File: config.mk
export PLATFORM = sky130hd
export DESIGN_NAME = unidade_controle_jogo
export DESIGN_NICKNAME = d
export VERILOG_FILES = /design/src/rtl/unidade_controle_jogo.sv
export SDC_FILE = /design/constraint.sdc
export NUM_CORES = 1
export LEC_CHECK = 0
export CORE_MARGIN = 2
export CORE_UTILIZATION = 51
export DETAILED_ROUTE_END_ITERATION = 12
export PLACE_DENSITY_LB_ADDON = 0.05
export SYNTH_ARGS = -nofsm -noshare
export SYNTH_HDL_FRONTEND = slang
export SYNTH_SLANG_ARGS = --single-unit
File: constraint.sdc
create_clock -name clock -period 1.9 [get_ports clock]
set_input_delay 0.285 -clock clock [delete_from_list [all_inputs] [get_ports clock]]
set_output_delay 0.285 -clock clock [all_outputs]
set_load 0.1 [all_outputs]
File: src/rtl/unidade_controle_jogo.sv
`default_nettype none
// +----------------------------------------------------------------------------+
// | unidade_controle_jogo                                                      |
// | Moore control FSM for the memory game: rounds, moves, per-move timeout.    |
// | Revision: 1.0                                                              |
// +----------------------------------------------------------------------------+
module unidade_controle_jogo #(
  parameter int TIMEOUT_CICLOS = 5000
) (
  input  logic       clock,
  input  logic       reset,
  input  logic       jogar,
  input  logic       jogada,
  input  logic       igual,
  input  logic       enderecoIgualLimite,
  input  logic       fimL,
  output logic       zeraE,
  output logic       contaE,
  output logic       zeraL,
  output logic       contaL,
  output logic       zeraR,
  output logic       registraR,
  output logic       pronto,
  output logic       ganhou,
  output logic       perdeu,
  output logic       db_timeout,
  output logic [3:0] db_estado
);

  localparam int TIMER_W = (TIMEOUT_CICLOS > 1) ? $clog2(TIMEOUT_CICLOS) : 1;
  localparam logic [TIMER_W-1:0] c_timer_max = TIMER_W'(TIMEOUT_CICLOS - 1);

  typedef enum logic [3:0] {
    inicial        = 4'h0,
    preparacao     = 4'h1,
    inicio_rodada  = 4'h2,
    espera_jogada  = 4'h3,
    registra       = 4'h4,
    comparacao     = 4'h5,
    proxima_jogada = 4'h6,
    proxima_rodada = 4'h7,
    fim_acertou    = 4'hA,
    fim_timeout    = 4'hD,
    fim_errou      = 4'hE
  } estado_t;

  estado_t              r_estado;
  estado_t              w_estado_prox;
  logic [TIMER_W-1:0]   r_timer;

  always_comb begin
    w_estado_prox = inicial;
    case (r_estado)
      inicial:        w_estado_prox = jogar ? preparacao : inicial;
      preparacao:     w_estado_prox = inicio_rodada;
      inicio_rodada:  w_estado_prox = espera_jogada;
      // A button press in the same cycle as the deadline still counts.
      espera_jogada: begin
        if (jogada)
          w_estado_prox = registra;
        else if (r_timer == c_timer_max)
          w_estado_prox = fim_timeout;
        else
          w_estado_prox = espera_jogada;
      end
      registra:       w_estado_prox = comparacao;
      comparacao: begin
        if (!igual)
          w_estado_prox = fim_errou;
        else if (!enderecoIgualLimite)
          w_estado_prox = proxima_jogada;
        else if (fimL)
          w_estado_prox = fim_acertou;
        else
          w_estado_prox = proxima_rodada;
      end
      proxima_jogada: w_estado_prox = espera_jogada;
      proxima_rodada: w_estado_prox = inicio_rodada;
      fim_acertou:    w_estado_prox = jogar ? preparacao : fim_acertou;
      fim_timeout:    w_estado_prox = jogar ? preparacao : fim_timeout;
      fim_errou:      w_estado_prox = jogar ? preparacao : fim_errou;
      default:        w_estado_prox = inicial;
    endcase
  end

  // Outputs are registered from the next state, so they always equal a
  // decode of the state register and carry no combinational glitches.
  always_ff @(posedge clock) begin
    if (reset) begin
      r_estado   <= inicial;
      r_timer    <= '0;
      zeraE      <= 1'b0;
      contaE     <= 1'b0;
      zeraL      <= 1'b0;
      contaL     <= 1'b0;
      zeraR      <= 1'b0;
      registraR  <= 1'b0;
      pronto     <= 1'b0;
      ganhou     <= 1'b0;
      perdeu     <= 1'b0;
      db_timeout <= 1'b0;
    end else begin
      r_estado <= w_estado_prox;
      if (r_estado == espera_jogada && w_estado_prox == espera_jogada)
        r_timer <= (r_timer == c_timer_max) ? r_timer : r_timer + 1'b1;
      else
        r_timer <= '0;
      zeraE      <= (w_estado_prox == preparacao) || (w_estado_prox == inicio_rodada);
      contaE     <= (w_estado_prox == proxima_jogada);
      zeraL      <= (w_estado_prox == preparacao);
      contaL     <= (w_estado_prox == proxima_rodada);
      zeraR      <= (w_estado_prox == preparacao);
      registraR  <= (w_estado_prox == registra);
      pronto     <= (w_estado_prox == fim_acertou) || (w_estado_prox == fim_timeout) ||
                    (w_estado_prox == fim_errou);
      ganhou     <= (w_estado_prox == fim_acertou);
      perdeu     <= (w_estado_prox == fim_timeout) || (w_estado_prox == fim_errou);
      db_timeout <= (w_estado_prox == fim_timeout);
    end
  end

  assign db_estado = r_estado;

endmodule
`default_nettype wire
==> flow_metrics.env <==
export IMPL_synth_seq_cells=26
export IMPL_grt_first_pass_wirelength_mm=3.84
export IMPL_cts_tree="done"
export IMPL_crit_path_max_fanout=12
export IMPL_num_io_pins=21
export IMPL_route_vias_total=953
export IMPL_wirelength_mm=2.20
export IMPL_maxSlewHeadroom=0.775
export IMPL_h_tree_depth_reported_by_cts=1
export IMPL_clock_skew_ns=0.00797
export IMPL_dpl_cell_count=175
export IMPL_final_setup_fails=0
export IMPL_drive_above_1_share=0.245
export IMPL_cp_required_ns=2.16
export IMPL_firstDrtPassIters=4
export IMPL_antenna_found_initial=0
export IMPL_drv_cap=0
export IMPL_cts_resized=0
export IMPL_critPathKind="flop to flop"
export IMPL_postSynthAreaPerCell_sq_um=9.59
export IMPL_max_slew_worst_pin_slew_ns=0.337
export IMPL_cts_buffers_inserted=3
export IMPL_outcome="finished, final reports clean"
export IMPL_drt_drc_violations_left=0
export IMPL_totalNegativeSetupSlack_ns=0
export IMPL_hold_violations=0
export IMPL_grt_pass1_vias=923
export IMPL_synth_sequential_area_ratio=0.421
export IMPL_peakVddDrop_mv=0.604
export IMPL_most_frequent_cells_in_the_layout="sky130_fd_sc_hd__nor2_1, sky130_fd_sc_hd__dfxtp_1, sky130_fd_sc_hd__buf_4"
export IMPL_post_cts_buffers=0
export IMPL_finalWorstSetupSlack_ns=0.197
export IMPL_timing_hold_worst_class="flop to flop"
export IMPL_via_per_inst=5.32
export IMPL_grt_start_max_net_pins=16
export IMPL_final_max_slew_violation_count=0
export IMPL_fp_dieH_um=53.3
export IMPL_detailedPlace_worstSlack_ns=0.0367
export IMPL_cts_sink_count=26
export IMPL_grtUsageTotal=0.185
export IMPL_yosysWarningCount=0
export IMPL_ant_nets=0
export IMPL_synth_largest_area_cell="sky130_fd_sc_hd__dfxtp_1"
export IMPL_power_static_leakage_nw=0.580
export IMPL_initial_core_util=0.549
export IMPL_global_route_overflow_total=0
export IMPL_rsz_0062_raised_after_global_routing="false"
export IMPL_dp_hpwl_mm=1.71
export IMPL_netlist_cell_type_count=40
export IMPL_synthesis_nets=137
export IMPL_area_delta_synth_final_pct=21.1
export IMPL_max_clock_freq_mhz=587
export IMPL_worstSkewPairLatency_ns=0.32
export IMPL_cellPowerDensity_nw_per_um2=828
export IMPL_power_consumption_mw=1.24
export IMPL_worst_setup_path_end_kind="flop"
export IMPL_floorplan_die_width_um=53.3
export IMPL_period_needed_ns=1.70
export IMPL_cts_buffer_depth=2
export IMPL_final_nets=160
export IMPL_wl_per_cell_um=12.3
export IMPL_synthCells=129
export IMPL_placeableCoreArea_sq_um=2250
export IMPL_layout_worst_path_cycle_share=0.897
export IMPL_mappedNetlistArea_sq_um=1240
export IMPL_antenna_cells_inserted=0
export IMPL_gp_congestion=0.843
export IMPL_cts_root_buffer="sky130_fd_sc_hd__clkbuf_4"
export IMPL_synth_top_cell_area_share=0.421
export IMPL_finish_cell_count_without_fillers=179
export IMPL_crit_arrival_ns=1.96
export IMPL_place_port_buffers=20
export IMPL_critPathLaunchType="flop"
export IMPL_cts_hold_buf=0
export IMPL_synth_area_top_cells="sky130_fd_sc_hd__dfxtp_1, sky130_fd_sc_hd__nor2_1, sky130_fd_sc_hd__xor2_1"
export IMPL_holdWs_ns=0.456
export IMPL_floorplan_die_area_sq_um=2840
export IMPL_detail_route_iter0_violations=28
export IMPL_floorplan_rows=17
export IMPL_clkSlewWorstSetupHoldPaths_ns=0.14
-- cell families after synthesis --
kind of cell,after synthesis,synth area share
XOR/XNOR,12,0.0849
AND/OR/NAND/NOR,63,0.300
adder cells (fa/ha/maj),1,0.0101
buffers and inverters,12,0.0597
AO/OA/AOI/OAI,15,0.124
flip-flops,26,0.421
-- cells in the mapped netlist (all sizes together) --
| library cell | instances |
|---|---|
| dfxtp | 26 |
| nor2 | 22 |
| xor2 | 9 |
| nand2 | 8 |
| buf | 6 |
| inv | 6 |
| nand2b | 6 |
| nand3 | 5 |
| nand4 | 5 |
| nor3 | 4 |
| a21oi | 3 |
| xnor2 | 3 |
| a2111oi | 2 |
| and2 | 2 |
| and3 | 2 |
| nor2b | 2 |
| o21bai | 2 |
| a211oi | 1 |
| a221o | 1 |
| a22o | 1 |
| a2bb2oi | 1 |
| a31oi | 1 |
| a41oi | 1 |
| and3b | 1 |
| and4 | 1 |
| ha | 1 |
| nand3b | 1 |
| nor4b | 1 |
| o21ai | 1 |
| o32a | 1 |
| or2 | 1 |
| or2b | 1 |
| or3 | 1 |
-- worst max-delay path: stages, from the launching register on --
cell	delay [ns]
sky130_fd_sc_hd__dfxtp_2	0.53
sky130_fd_sc_hd__nand2b_4	0.10
sky130_fd_sc_hd__or3_1	0.39
sky130_fd_sc_hd__a31oi_4	0.22
sky130_fd_sc_hd__nand3_2	0.24
sky130_fd_sc_hd__nor2_1	0.16
-- layout make-up --
cell class	count	area, sq um
fill	191	756
multi-input combinational	91	643
sequential	26	526
timing repair buffer	24	220
tap	28	35.0
clock inverter	1	30.0
clock buffer	3	22.5
inverter	6	22.5
-- power breakdown --
part / internal, mW / switching [mW] / leakage (nW) / total (mW)
Combinational: 0.0960 / 0.186 / 0.340 / 0.282
Clock: 0.213 / 0.160 / 0.0279 / 0.373
Sequential: 0.561 / 0.0256 / 0.212 / 0.586
-- through the flow --
| stage | area [sq um] | utilization |
|---|---|---|
| floorplan | 1240 | - |
| global placement | 1450 | 0.642 |
| detailed placement | 1450 | 0.642 |
| CTS | 1500 | 0.665 |
| global route | 1500 | 0.665 |
| finish | 1500 | 0.665 |
-- worst paths after layout --
kind                 from    endpoint  slack [ns]  cells past startpoint
max          db_estado[1]  r_timer[6]        0.20                      5
min            r_timer[0]  r_timer[0]        0.46                      1
max reg2reg  db_estado[1]  r_timer[6]        0.20                      5
min reg2reg    r_timer[0]  r_timer[0]        0.46                      1
-- sequential cells by signal (all words and copies together), names as in the netlist --
register    flops
contaE          1
contaL          1
db_estado       4
db_timeout      1
ganhou          1
perdeu          1
pronto          1
r_timer        13
registraR       1
zeraE           1
zeraR           1
-- per-layer routing --
metal | share of wire | track usage | vias up
met5 | 0 | 0 | -
met3 | 0.064 | 0.0593 | 2
met4 | 0.0064 | 0.0470 | 0
li1 | - | - | 485
met2 | 0.49 | 0.325 | 25
met1 | 0.44 | 0.213 | 441
No activity file was read; power rests on OpenSTA's default activity.
